## config.mk

```make
export PLATFORM = sky130hd
export DESIGN_NAME = pipeline_flow_ctrl
export DESIGN_NICKNAME = d
export VERILOG_FILES = /design/src/rtl/pipeline_flow_ctrl.sv
export SDC_FILE = /design/constraint.sdc
export NUM_CORES = 1
export LEC_CHECK = 0
export ABC_AREA = 1
export CORE_MARGIN = 10
export CORE_UTILIZATION = 30
export CTS_CLUSTER_DIAMETER = 150
export CTS_CLUSTER_SIZE = 16
export DETAILED_ROUTE_END_ITERATION = 12
export SKIP_CTS_REPAIR_TIMING = 1
export SYNTH_ARGS = -nofsm -noshare
export SYNTH_HDL_FRONTEND = slang
export SYNTH_SLANG_ARGS = --single-unit
```

## constraint.sdc

```tcl
create_clock -name clk -period 1.7 [get_ports clk]
set_input_delay 0.34 -clock clk [delete_from_list [all_inputs] [get_ports clk]]
set_output_delay 0.34 -clock clk [all_outputs]
set_load 0.005 [all_outputs]
```

## src/rtl/pipeline_flow_ctrl.sv

```systemverilog
// rtl/pipeline_flow_ctrl.sv - valid tracking and 2-entry skid buffer controlling an enable-gated datapath
//
// Ports:
//   clk, rst_n           clock, asynchronous active-low reset
//   flush                synchronous clear of in-flight items and buffered results
//   in_valid, in_ready   upstream operand handshake (in_ready == en)
//   en                   advance enable for every external datapath stage register
//   pipe_data            result at the datapath's last stage
//   out_valid, out_ready downstream result handshake
//   out_data             oldest buffered result
//   occupancy            valid items in the pipeline plus the buffer
module pipeline_flow_ctrl #(
    parameter int WIDTH   = 8,
    parameter int LATENCY = 3
) (
    input  logic                             clk,
    input  logic                             rst_n,
    input  logic                             flush,
    input  logic                             in_valid,
    output logic                             in_ready,
    output logic                             en,
    input  logic [WIDTH-1:0]                 pipe_data,
    output logic                             out_valid,
    input  logic                             out_ready,
    output logic [WIDTH-1:0]                 out_data,
    output logic [$clog2(LATENCY+3)-1:0]     occupancy
);

    localparam int OCC_W = $clog2(LATENCY + 3);

    logic [LATENCY-1:0] vld;
    logic [LATENCY-1:0] vld_next;
    logic [1:0]         buf_cnt;
    logic               wr_ptr;
    logic               rd_ptr;
    logic [WIDTH-1:0]   mem [2];
    logic               push;
    logic               pop;

    // The pipeline only stalls when a result is waiting at the last stage
    // and there is nowhere to put it. Deliberately independent of out_ready
    // so no combinational path runs from downstream back to upstream.
    assign en        = !(vld[LATENCY-1] && (buf_cnt == 2'd2)) && !flush;
    assign in_ready  = en;
    assign push      = en && vld[LATENCY-1];
    assign out_valid = (buf_cnt != 2'd0);
    assign pop       = out_valid && out_ready && !flush;
    assign out_data  = mem[rd_ptr];

    always_comb begin
        vld_next    = '0;
        vld_next[0] = in_valid;
        for (int k = 1; k < LATENCY; k++) begin
            vld_next[k] = vld[k-1];
        end
    end

    always_comb begin
        occupancy = OCC_W'(buf_cnt);
        for (int k = 0; k < LATENCY; k++) begin
            occupancy = occupancy + OCC_W'(vld[k]);
        end
    end

    always_ff @(posedge clk or negedge rst_n) begin
        if (!rst_n) begin
            vld     <= '0;
            buf_cnt <= 2'd0;
            wr_ptr  <= 1'b0;
            rd_ptr  <= 1'b0;
        end else if (flush) begin
            vld     <= '0;
            buf_cnt <= 2'd0;
            wr_ptr  <= 1'b0;
            rd_ptr  <= 1'b0;
        end else begin
            if (en) begin
                vld <= vld_next;
            end
            if (push) begin
                wr_ptr <= !wr_ptr;
            end
            if (pop) begin
                rd_ptr <= !rd_ptr;
            end
            case ({push, pop})
                2'b10:   buf_cnt <= buf_cnt + 2'd1;
                2'b01:   buf_cnt <= buf_cnt - 2'd1;
                default: buf_cnt <= buf_cnt;
            endcase
        end
    end

    // Result storage carries no reset; out_data is only meaningful with out_valid.
    always_ff @(posedge clk) begin
        if (push) begin
            mem[wr_ptr] <= pipe_data;
        end
    end

endmodule
```

* Word level (Yosys, flattened, before mapping)
Memories as Yosys holds them, arrays and structs flattened.
Index checks and enable logic that the tools add are counted.
** Storage, ports and cells
- Register bits :: 7
- Memories kept :: 1
- Bits in writable memories :: 16
- Input port bits :: 13
- Output and inout port bits :: 14
- Logic and storage cells :: 37
** Cells by class
- Mux-type cells :: 10
- $add $sub $neg :: 5
- Eq/ne operators :: 3
- Reduce and logical (&&, ||, !) cells :: 14
** Memories
- mem :: depth 2, bits a word 8, read ports 1, clocked after memory_dff 0, write ports 1, line 36 : logic [WIDTH-1:0] mem [2];
** Operator list (number)
- $reduce_bool A2 Y1 :: 4
- $add A3 B1 Y3 :: 2
- $mux W1 :: 6
- $mux W3 :: 2
- $logic_and A1 B1 Y1 :: 5
- $eq A2 B2 Y1 const B :: 2
- $logic_not A1 Y1 :: 4
- $pmux W2 S2 :: 1
- $add A2 B1 Y3 :: 1
- $reduce_bool A3 Y1 :: 1
- $add A2 B1 Y2 const B :: 1
- $eq A2 B1 Y1 const B :: 1
- $mux W2 :: 1
- $sub A2 B1 Y2 const B :: 1

* Depth between registers and ports, before layout
Gate-level depths: netlist of run 1.
- Depth in word-level cells :: 8
- Mapped depth :: 8
- Depth with buffers taken out :: 8

* Worst setup path after synthesis of run 1
Ideal clock, no wire load.
- Kind :: register to output
- From :: reg buf_cnt[0]
- To :: out occupancy[1]
- Arrival :: 1544 ps
- Required time :: 1360 ps
- Stages on the path, launching flop included :: 4
- Slack :: -184 ps
- Path buffers :: 0
- Cell sequence :: dfrtp_1 -> fa_1 -> ha_1 -> fa_1
** On the way
- Cells in the longest elaborated chain, start to end :: 3
** Ends and longest elaborated chain
- start: declaration :: line 33 : logic [1:0] buf_cnt;
- start signal: assignment :: line 87 : 2'b10: buf_cnt <= buf_cnt + 2'd1;
- start signal: assignment :: line 88 : 2'b01: buf_cnt <= buf_cnt - 2'd1;
- start signal: assignment :: line 89 : default: buf_cnt <= buf_cnt;
- $add A2 B1 Y3 :: line 61 : occupancy = occupancy + OCC_W'(vld[k]);
- $add A3 B1 Y3 (2 in a row) :: line 61
- end: declaration :: line 26 : output logic [$clog2(LATENCY+3)-1:0] occupancy
No other way between the ends.

* Final worst setup path of run 1
Ends and elaborated chain as after synthesis.

==> results of run 1 <==
==> cells in the mapped netlist <==
cell type  instances
a21oi_1            1
inv_1              6
nor2_2             1
dfrtp_1            7
nand2_1           33
o22ai_1            1
nor3_1             2
a21oi_4            1
ha_1               1
o21ai_0            3
nand4_1            1
nor2_4             2
buf_4              2
nand3_1            5
nor2_1             4
clkinv_1           1
nand2_2            1
edfxtp_1          16
fa_1               2
nand3_4            1
inv_2              3
==> metal layers <==
metal	part of all wire (%)	global-route usage, %	wire length [microns]
met2	47	10.86	1061
met4	0.45	2.688	10
met1	43	7.831	972
met5	0	0	0
met3	8.8	3.829	198
==> stage by stage <==
| step | cell area [sq um] | power (mW) | cells | TNS (ns) | hold slack (ns) |
|---|---|---|---|---|---|
| 3_3_place_gp | 1431 | 1.228 | 176 | -1.796 | 0.4952 |
| 2_1_floorplan | 1039 | 0.9242 | 94 | -0.2251 | 0.04441 |
| 5_1_grt | 1563 | 1.627 | 191 | -2.055 | 0.2925 |
| 6_report | 1563 | 1.517 | 191 | -1.448 | 0.2753 |
| 3_5_place_dp | 1431 | 1.236 | 176 | -1.814 | 0.5105 |
| 4_1_cts | 1459 | 1.486 | 180 | -5.709 | 0.2841 |
==> final cells by class <==
class	count	area share, %
Clock buffer	3	1.441
Clock inverter	1	0.3203
Inverter	10	2.642
Multi-Input combinational cell	59	21.14
Sequential cell	23	42.03
Tap cell	46	3.683
Timing Repair Buffer	48	28.26
Timing Repair inverter	1	0.4804
==> cells by family (layout without fill, tap and decap cells) <==
group / after synthesis / in the layout / synth area share [%]
AO/OA/AOI/OAI: 6 / 6 / 4.106
adder cells (fa/ha/maj): 3 / 3 / 5.072
buffers and inverters: 12 / 63 / 5.071
flip-flops: 23 / 23 / 63.29
AND/OR/NAND/NOR: 50 / 50 / 22.46
==> sequential cells by signal (all words and copies together), names as in the netlist <==
register  flops
buf_cnt       2
mem          16
rd_ptr        1
vld           3
wr_ptr        1
==> power breakdown <==
group / total (mW) / switching, mW / internal, mW
Clock: 0.249 / 0.161 / 0.0878
Sequential: 0.663 / 0.0263 / 0.636
Combinational: 0.605 / 0.279 / 0.327
==> path summary, 6_finish.rpt <==
| kind | cells past startpoint | start | endpoint |
|---|---|---|---|
| worst min-delay path | 1 | rst_n | buf_cnt[1]$_DFFE_PN0P_ |
| worst min register to register | 1 | wr_ptr$_DFFE_PN0P_ | wr_ptr$_DFFE_PN0P_ |
| worst max register to register | 6 | buf_cnt[0]$_DFFE_PN0P_ | mem[0][0]$_DFFE_PP_ |
| max in group asynchronous | 1 | rst_n | rd_ptr$_DFFE_PN0P_ |
| worst max-delay path | 4 | buf_cnt[0]$_DFFE_PN0P_ | occupancy[1] |
| min in group clk | 1 | wr_ptr$_DFFE_PN0P_ | wr_ptr$_DFFE_PN0P_ |
==> flow_summary.json, run 1 <==
{
  "status": "complete, but fails checks",
  "violations": "setup timing",
  "final_common_cell": "nand2_1",
  "synth_top_area_share_pct": 46.38,
  "drc": 0,
  "core_sq_um": 3337,
  "track_usage_pct": 6.969,
  "grt_pass1_wl_microns": 3456,
  "crit_type": "reg -> out",
  "drv_cap": 0,
  "path_cells": "fa_1, ha_2, fa_1, buf_2",
  "pre_cts_ws_ns": -0.6846,
  "startpoint_type": "flop",
  "final_net_count": 162,
  "holdCritPathClass": "in -> async",
  "clockBufferDepth": 2,
  "dp_hpwl_microns": 1644,
  "vias_per_cell": 4.141,
  "ir_worst_vdd_v": 0.0004625,
  "fin_skew_ns": 0.01057,
  "regArea_sq_um": 656.9,
  "clkTransAtPathRegs_ns": 0.13,
  "cts_tree": "built",
  "initial_core_util_pct": 31.05,
  "syn_area_sq_um": 1036,
  "slowest_delay_ns": 0.55,
  "synth-seq-cells": 23,
  "fmax_ghz": 0.4325,
  "postLayoutCoreUtil_pct": 46.83,
  "critPathCaptureType": "output port",
  "numCtsBuffers": 3,
  "path_max_fanout": 2,
  "syn_nets": 110,
  "setup_viol": 5,
  "vias": 791,
  "rsz0062_at_grt": "true",
  "period_minus_slack_ns": 2.312,
  "arrival_ns": 1.97,
  "timing.final.crit_share_pct": 136.0,
  "synth.area.top_cells": "edfxtp_1 (46%), dfrtp_1 (17%), nand2_1 (12%)",
  "place_congestion": 0.8027,
  "syn_avg_cell_area_sq_um": 11.02,
  "cts-root-buf": "clkbuf_4",
  "placementRows": 21,
  "drtIter0Drc": 35,
  "path_buf_inv": 1,
  "synth_warnings": 0,
  "crit_top_cell": "fa_1",
  "slew_headroom_pct": 77.48,
  "layout_common_cells": "nand2_1 (33), buf_4 (19), edfxtp_1 (16)",
  "synth_top_area_cell": "edfxtp_1",
  "syn_inst": 94,
  "grt_max_degree": 14,
  "ys_seq_area_share_pct": 63.29,
  "setup_ws_ns": -0.6123,
  "die_h_microns": 78.77,
  "crit_family": "adder cells",
  "synth_cell_types": 21,
  "clock_latency_ns": 0.31,
  "grt_antenna_before_repair": 0,
  "antenna_left": 0,
  "cts.sinks": 23,
  "drt_wl_total_microns": 2243,
  "pin_count": 27,
  "n_antenna_cell": 0,
  "dieWidth_microns": 78.77,
  "power_density_nw_per_um2": 970.6,
  "die-area_sq_um": 6204,
  "grt_pass1_vias": 761,
  "wl_per_cell_microns": 11.74,
  "slew_viol_final": 0,
  "timing.final.hold_violations": 0,
  "grt-ovfl-total": 0,
  "multi_input_area_sq_um": 330.3,
  "htree_num_levels": 1,
  "area_growth_pct": 50.85,
  "p_leak_nw": 0.7503,
  "drive_above_1_share_pct": 29.66,
  "drt-pass1-iter-count": 4,
  "io_buffers": 26,
  "worst_pin_slew_ns": 0.3367,
  "fillers": 326,
  "slowest_stage": "fa_1",
  "cp.required_ns": 1.36,
  "rrSetupSlack_ns": 0.37
}
Note: power is estimated with default switching activity, not from simulation.
==> inputs of run 2 (changes only) <==
--- a/config.mk
+++ b/config.mk
@@ -7,5 +7,5 @@
 export LEC_CHECK = 0
 export ABC_AREA = 1
-export CORE_MARGIN = 10
+export CORE_MARGIN = 1
 export CORE_UTILIZATION = 30
 export CTS_CLUSTER_DIAMETER = 150
==> constraint.sdc (replaced) <==
create_clock -name clk -period 1.7 [get_ports clk]
set_input_delay 0.17 -clock clk [delete_from_list [all_inputs] [get_ports clk]]
set_output_delay 0.17 -clock clk [all_outputs]
set_load 0.005 [all_outputs]
==> flow_summary.json, run 2 (synthesis results as in run 1) <==
{
  "finalPower_mw": 1.498,
  "drtIter0Drc": 7,
  "violations": "setup timing",
  "vias_per_cell": 4.266,
  "period_minus_slack_ns": 2.174,
  "p_leak_nw": 0.7363,
  "initial_core_util_pct": 32.86,
  "dp_hpwl_microns": 1441,
  "largestRegisters": "mem (16), vld (3), buf_cnt (2)",
  "numCtsBuffers": 3,
  "clockBufferDepth": 2,
  "drv_cap": 0,
  "n_antenna_cell": 0,
  "clkTransAtPathRegs_ns": 0.12,
  "place_congestion": 0.7296,
  "vias": 785,
  "placementRows": 20,
  "htree_num_levels": 1,
  "grt_pass1_vias": 675,
  "wl_per_cell_microns": 11.41,
  "final_common_cell": "nand2_1",
  "critPathCaptureType": "output port",
  "power_density_nw_per_um2": 977.3,
  "fin_skew_ns": 0.001087,
  "grt_max_degree": 14,
  "slew_headroom_pct": 77.27,
  "cts-root-buf": "clkbuf_4",
  "track_usage_pct": 11.93,
  "setup_ws_ns": -0.4745,
  "cts.sinks": 23,
  "largest_reg_flops": 16,
  "arrival_ns": 2.00,
  "pin_count": 27,
  "crit_type": "reg -> out",
  "rsz0062_at_grt": "true",
  "clock_latency_ns": 0.30,
  "grt_antenna_before_repair": 0,
  "timing.final.crit_share_pct": 127.9,
  "slew_viol_final": 0,
  "area_growth_pct": 47.95,
  "fmax_ghz": 0.4599,
  "status": "complete, but fails checks",
  "cts_tree": "built",
  "drt_wl_total_microns": 2100,
  "regMostFlops": "mem",
  "grt_pass1_wl_microns": 3118,
  "worst_pin_slew_ns": 0.3398,
  "dieWidth_microns": 60.77,
  "postLayoutCoreUtil_pct": 48.61,
  "setup_viol": 3,
  "die-area_sq_um": 3692,
  "drt-pass1-iter-count": 4,
  "timing.final.hold_violations": 0,
  "core_sq_um": 3153,
  "antenna_left": 0,
  "ir_worst_vdd_v": 0.0005464,
  "die_h_microns": 60.77,
  "startpoint_type": "flop",
  "layout_common_cells": "nand2_1 (32), edfxtp_1 (16), buf_4 (16)",
  "cp.required_ns": 1.53,
  "grt-ovfl-total": 0,
  "io_buffers": 26,
  "drive_above_1_share_pct": 27.86,
  "final_net_count": 157,
  "path_max_fanout": 2,
  "holdCritPathClass": "in -> async",
  "drc": 0
}
-- run 2: cell types whose count changed in the layout (fill, tap and decap cells not counted), sizes merged --
cell	change
clkbuf	-1
buf	-5
dlymetal6s2s	+1
-- run 2: critical path: stages (launching register included) --
cell     delay, ns
dfrtp_1       0.42
fa_1          0.56
ha_2          0.17
fa_1          0.41
buf_2         0.14
-- run 2: metrics by stage --
step / cell area, sq um / hold slack, ns / worst slack (ns) / std cells / TNS, ns
after global routing: 1533 / 0.1159 / -0.5294 / 184 / -1.146
after global placement: 1399 / 0.4569 / -0.4896 / 170 / -0.9696
after floorplan: 1039 / -0.1256 / -0.001575 / 94 / -0.001575
after detailed placement: 1399 / 0.4655 / -0.5184 / 170 / -1.005
final: 1533 / 0.1133 / -0.4745 / 184 / -0.9563
after CTS: 1426 / 0.1106 / -0.8807 / 174 / -3.119
-- run 2: area by class of cell --
type                       instances  area, sq um
clock buffer                       3        22.52
clock inverter                     1        5.005
fill                             313         1620
inverter                          10        43.79
multi-input combinational         59        337.8
sequential                        23        656.9
tap                               44        55.05
timing repair buffer              43        404.1
timing repair inverter             1        7.507
-- run 2: worst paths after layout --
| path | startpoint | end | slack [ns] | cells after the start |
|---|---|---|---|---|
| max in group asynchronous | rst_n | rd_ptr$_DFFE_PN0P_ | 1.32 | 1 |
| worst max register to register | buf_cnt[0]$_DFFE_PN0P_ | buf_cnt[0]$_DFFE_PN0P_ | 0.22 | 9 |
| worst max-delay path | buf_cnt[0]$_DFFE_PN0P_ | occupancy[1] | -0.47 | 4 |
| worst min register to register | wr_ptr$_DFFE_PN0P_ | wr_ptr$_DFFE_PN0P_ | 0.54 | 1 |
| min in group clk | pipe_data[4] | mem[1][4]$_DFFE_PP_ | 0.43 | 1 |
| worst min-delay path | rst_n | buf_cnt[1]$_DFFE_PN0P_ | 0.11 | 1 |
-- run 2: per-layer routing --
layer	share of wire [%]	wire length (microns)	GRT usage (%)
met1	45	949	14.38
met2	50	1045	20.57
met3	5.0	105	4.051
met4	0	0	2.922
met5	0	0	0
-- run 2: power breakdown --
| group | switching, mW | internal [mW] | total, mW | leakage (nW) |
|---|---|---|---|---|
| Sequential | 0.0333 | 0.636 | 0.670 | 0.234 |
| Clock | 0.159 | 0.0878 | 0.246 | 0.0177 |
| Combinational | 0.273 | 0.309 | 0.582 | 0.484 |
==> inputs of run 3 (changes only) <==
GPL_TIMING_DRIVEN = 1   (was unset)
==> results of run 3 <==
No change in the layout: final DEF, timing and power equal those of run 2.
==> patch 1, RTL diff (settings of run 1) <==
Change the parameter `LATENCY` from 3 to 5.
--- a/src/rtl/pipeline_flow_ctrl.sv
+++ b/src/rtl/pipeline_flow_ctrl.sv
@@ -12,5 +12,5 @@
 module pipeline_flow_ctrl #(
     parameter int WIDTH   = 8,
-    parameter int LATENCY = 3
+    parameter int LATENCY = 5
 ) (
     input  logic                             clk,
Formal check against the unedited RTL: not equivalent (a bounded check fails within 10 cycles, from zero or initial values and one cycle with rst_n low).
==> patch 1 against run 1 <==
- the flow still finishes with violations (negative setup slack)
- synthesized cell count grew 14%
- wire length grew 3.8%
- register-to-register slack lost 0.02 ns
- worst setup slack lost 0.61 ns
- critical path depth grew 4
- die area grew 7.6%
- total power grew 6.3%
- sequential cell count grew 2
- synthesized area grew 10%
- design area grew 6.1%
- sequential power grew 5.9%
- largest cell class unchanged
- highest routed layer unchanged
==> patch 1: results (changes against run 1) <==
final clock skew -> 0.00183 ns (was 0.0106 ns)
Leak -> 0.804 nW (was 0.750 nW)
Peak VDD IR -> 0.661 mV (was 0.463 mV)
ranking of synthesized cells by area -> edfxtp_1 42%, dfrtp_1 20%, nand2_1 11% (was edfxtp_1 46%, dfrtp_1 17%, nand2_1 12%)
1st-iter DRT viols -> 30 (was 35)
n_diodes -> 0 (unchanged)
share of cells above drive strength 1 -> 23.3% (was 29.7%)
Final #Nets -> 169 (was 162)
run status -> finished, violations left (unchanged)
Crit path largest cell delay -> 0.55 ns (about the same)
largest net degree at the start of global routing -> 16 (was 14)
Worst-path clk slew -> 0.09 ns (was 0.13 ns)
Tightest Pin Transition -> 0.440 ns (was 0.337 ns)
IO Port Bufs -> 26 (unchanged)
CTS Root Cell -> clkbuf_8 (was clkbuf_4)
TNS Setup -> -3.23 ns (was -1.45 ns)
syn_nets -> 125 (was 110)
Final WS setup -> -1.23 ns (was -0.612 ns)
Top Registers -> mem (16), vld (5), buf_cnt (2) (was mem (16), vld (3), buf_cnt (2))
Post-synth top flop -> edfxtp_1 (unchanged)
Setup violations, final -> 3 (was 5)
via count -> 878 (was 791)
Syn Area/Cell -> 10.7 sq um (was 11.0 sq um)
Inst Count DP -> 190 (was 176)
clock tree buffer depth -> 2 (unchanged)
synth cell count leaders -> 33 x nand2_1, 16 x edfxtp_1, 12 x inv_1, 9 x dfrtp_1 (was 33 x nand2_1, 16 x edfxtp_1, 7 x dfrtp_1, 6 x inv_1, 5 x nand3_1)
Via density -> 4.43 (was 4.14)
Clock Latency Late Sink -> 0.26 ns (was 0.31 ns)
Seq/Total Area, Yosys -> 61.8% (was 63.3%)
first-pass GRT wire length -> 3640 um (was 3460 um)
GRT Total Usage -> 6.95% (was 6.97%)
Async SR Flop Fraction -> 36.0% (was 30.4%)
DP Wirelength -> 1780 um (was 1640 um)
drt total wl -> 2330 um (was 2240 um)
Slowest-stage cell, CP -> fa_1 (unchanged)
vias in the first global route -> 800 (was 761)
Worst Path Arrival -> 2.59 ns (was 1.97 ns)
number of CTS-inserted buffers -> 3 (unchanged)
violated checks -> negative setup slack (unchanged)
-- patch 1: cell count changes in the layout (fill, tap and decap cells not counted), sizes merged --
cell	before	now
fa	2	3
inv	9	15
dlymetal6s2s	10	11
clkinv	1	0
xor2	0	1
o22ai	1	3
clkbuf	6	4
ha	1	2
buf	23	17
dfrtp	7	9
-- patch 1: per-stage QoR --
step | total power, mW | area (sq um)
finish | 1.61 | 1660
global route | 1.73 | 1660
CTS | 1.62 | 1590
detailed placement | 1.26 | 1550
global placement | 1.25 | 1550
floorplan | 0.966 | 1160
-- patch 1: logic make-up (layout without fill, tap and decap cells) --
family          Yosys count  count (layout)  synth area share [%]
simple gates             50              50                  19.3
flops                    25              25                  61.8
xor+xnor                  1               1                 0.767
buf+inv                  18              61                  6.57
fa+ha+maj                 5               5                  7.45
compound gates            8               8                  4.16
-- patch 1: area by class of cell --
type,count,area [sq um]
Tap cell,48,60.1
Clock inverter,1,7.51
Clock buffer,3,41.3
Sequential cell,25,706
Multi-Input combinational cell,64,377
Fill cell,345,2000
Timing Repair Buffer,41,403
Inverter,16,63.8
-- patch 1: layer usage --
layer | track usage (%) | vias up | part of all wire (%)
li1 | - | 430 | -
met1 | 7.88 | 417 | 44
met2 | 11.7 | 29 | 49
met3 | 3.60 | 2 | 6.7
met4 | 1.02 | 0 | 0.39
met5 | 0 | - | 0
-- patch 1: worst paths after layout --
kind / cells past startpoint / slack [ns] / start / endpoint
max: 8 / -1.23 / vld[3]$_DFFE_PN0P_ / occupancy[2]
min: 1 / 0.38 / rst_n / buf_cnt[0]$_DFFE_PN0P_
max reg2reg: 8 / 0.35 / buf_cnt[1]$_DFFE_PN0P_ / buf_cnt[0]$_DFFE_PN0P_
min reg2reg: 1 / 0.53 / wr_ptr$_DFFE_PN0P_ / wr_ptr$_DFFE_PN0P_
max in group asynchronous: 1 / 1.02 / rst_n / rd_ptr$_DFFE_PN0P_
min in group clk: 1 / 0.53 / wr_ptr$_DFFE_PN0P_ / wr_ptr$_DFFE_PN0P_
-- patch 1: critical path, delay by kind of cell (launching register included) --
family     cells  cell delay (ns)
xor+xnor       1             0.16
fa+ha+maj      4             1.54
flops          1             0.41
buf+inv        3             0.22
-- patch 1: where the power goes --
part	internal, mW	switching [mW]	leakage (nW)
registers	0.676	0.0254	0.264
clock network	0.166	0.185	0.0217
logic	0.301	0.259	0.519
total	1.14	0.470	0.804
==> patch 2, RTL diff (config.mk and constraints of run 1) <==
Made on the original files. Make the reset (`rst_n`) synchronous in one clocked block. Comments in the files are not updated.
--- a/src/rtl/pipeline_flow_ctrl.sv
+++ b/src/rtl/pipeline_flow_ctrl.sv
@@ -63,5 +63,5 @@
     end
 
-    always_ff @(posedge clk or negedge rst_n) begin
+    always_ff @(posedge clk) begin
         if (!rst_n) begin
             vld     <= '0;
Function: differs if rst_n is asserted again (counterexample within 4 cycles, from zero or initial values and one cycle with rst_n low); with rst_n held inactive, the same outputs for 10 cycles.
==> patch 2 against run 1 <==
- sequential cell count rose by 1
- first-iteration DRC count is 23% higher
- synthesized area shrank 2.9%
- worst setup slack better by 0.031 ns
- fmax grew 1.3%
- final cell count shrank 12%
- the run still ends with negative setup slack left
- wire length decreased by 4.7%
- design area shrank 5.4%
Power is not compared: it rests on default switching activity, and its combinational part moved more than twofold at a synthesized area within 25%.
==> patch 2: results (changes against run 1) <==
GRT Total Usage -> 6.43% (was 6.97%)
syn_nets -> 101 (was 110)
vias in the first global route -> 689 (was 761)
largest net degree at the start of global routing -> 14 (unchanged)
Setup violations, final -> 4 (was 5)
placer congestion estimate -> 0.736 (was 0.803)
HP Class -> reg2reg (was in2async)
run status -> finished, violations left (unchanged)
violated checks -> negative setup slack (unchanged)
Worst slew margin -> 89.0% (was 77.5%)
Async SR Flop Fraction -> 0% (was 30.4%)
clock tree buffer depth -> 2 (unchanged)
drt pass-1 iters -> 6 (was 4)
Register-to-Register Path Depth -> 10 (was 6)
Seq/Total Area, Yosys -> 63.7% (was 63.3%)
Via density -> 4.27 (was 4.14)
Post-synth EDFFs -> 16 (unchanged)
Worst Path Arrival -> 1.94 ns (was 1.97 ns)
synth cell count leaders -> 16 x edfxtp_1, 15 x nor2_1, 11 x nand2_1, 8 x dfxtp_1, 8 x mux2_2 (was 33 x nand2_1, 16 x edfxtp_1, 7 x dfrtp_1, 6 x inv_1, 5 x nand3_1)
Top Registers -> mem (16), vld (3), buf_cnt (2) (unchanged)
Final WS setup -> -0.582 ns (was -0.612 ns)
Crit path largest cell delay -> 0.49 ns (was 0.55 ns)
1st-iter DRT viols -> 43 (was 35)
drt total wl -> 2140 um (was 2240 um)
post-synthesis cell type count -> 17 (was 21)
first-pass GRT wire length -> 3220 um (was 3460 um)
TNS Setup -> -1.47 ns (was -1.45 ns)
CTS Root Cell -> clkbuf_4 (unchanged)
Peak VDD IR -> 0.248 mV
ranking of synthesized cells by area -> edfxtp_1 48%, dfxtp_1 16%, mux2_2 9.0% (was edfxtp_1 46%, dfrtp_1 17%, nand2_1 12%)
Final #Nets -> 142 (was 162)
fillers -> 298 (was 326)
final clock skew -> 0.00703 ns (was 0.0106 ns)
DP Wirelength -> 1630 um (was 1640 um)
share of cells above drive strength 1 -> 32.3% (was 29.7%)
-- patch 2: cell count changes after synthesis, moves of 2 or more --
| cell | delta |
|---|---|
| nor3_1 | -2 |
| mux2_2 | +8 |
| nor2_1 | +11 |
| nand3_1 | -3 |
| dfrtp_1 | -7 |
| nor2_4 | -2 |
| dfxtp_1 | +8 |
| nand2_1 | -22 |
-- patch 2: power by group --
part | switching (mW) | internal [mW]
combinational | 0.0414 | 0.0620
sequential | 0.00422 | 0.631
clock | 0.161 | 0.0915
-- patch 2: kinds of logic (layout without fill, tap and decap cells) --
kind of cell	count (synthesis)	count (layout)	share of synthesized area, %
buf+inv	11	51	4.60
mux	8	8	8.96
simple gates	32	32	13.8
compound gates	5	5	2.49
fa+ha+maj	4	4	6.47
flops	24	24	63.7
-- patch 2: layout make-up --
cell class,count,area share [%]
tap,44,3.73
clock buffer,4,1.78
sequential,24,43.7
timing repair buffer,38,25.6
multi-input combinational,49,22.8
inverter,9,2.46
-- patch 2: routing by layer --
metal  vias to the layer above  global-route usage [%]  wire, um
li1                        362                       -         -
met1                       327                    8.11       997
met2                        27                    9.37       959
met3                         2                    3.46       173
met4                         0                    1.61         8
met5                         -                       0         0
-- patch 2: path summary, 6_finish.rpt --
path,to,start,slack [ns]
worst min register to register,flip-flop,rd_ptr$_SDFFE_PP0P_,0.52
worst min-delay path,flip-flop,rd_ptr$_SDFFE_PP0P_,0.52
worst max register to register,buf_cnt[1]$_SDFFE_PP0P_,buf_cnt[0]$_SDFFE_PP0P_,0.13
worst max-delay path,occupancy[1],buf_cnt[0]$_SDFFE_PP0P_,-0.58
-- patch 2: metrics by stage --
step,hold WS [ns],setup WS (ns),instance area [sq um],instances
final,0.515,-0.582,1480,168
after CTS,0.519,-0.985,1450,168
after floorplan,0.439,-0.0893,1010,84
after global routing,0.535,-0.642,1480,168
after global placement,0.485,-0.595,1430,164
after detailed placement,0.489,-0.615,1430,164
-- patch 2: tightest hold or removal path: cells and delay by family, from the launching register on --
kind | cells | cell delay [ns]
flops | 1 | 0.35
compound gates | 1 | 0.06
simple gates | 1 | 0.09
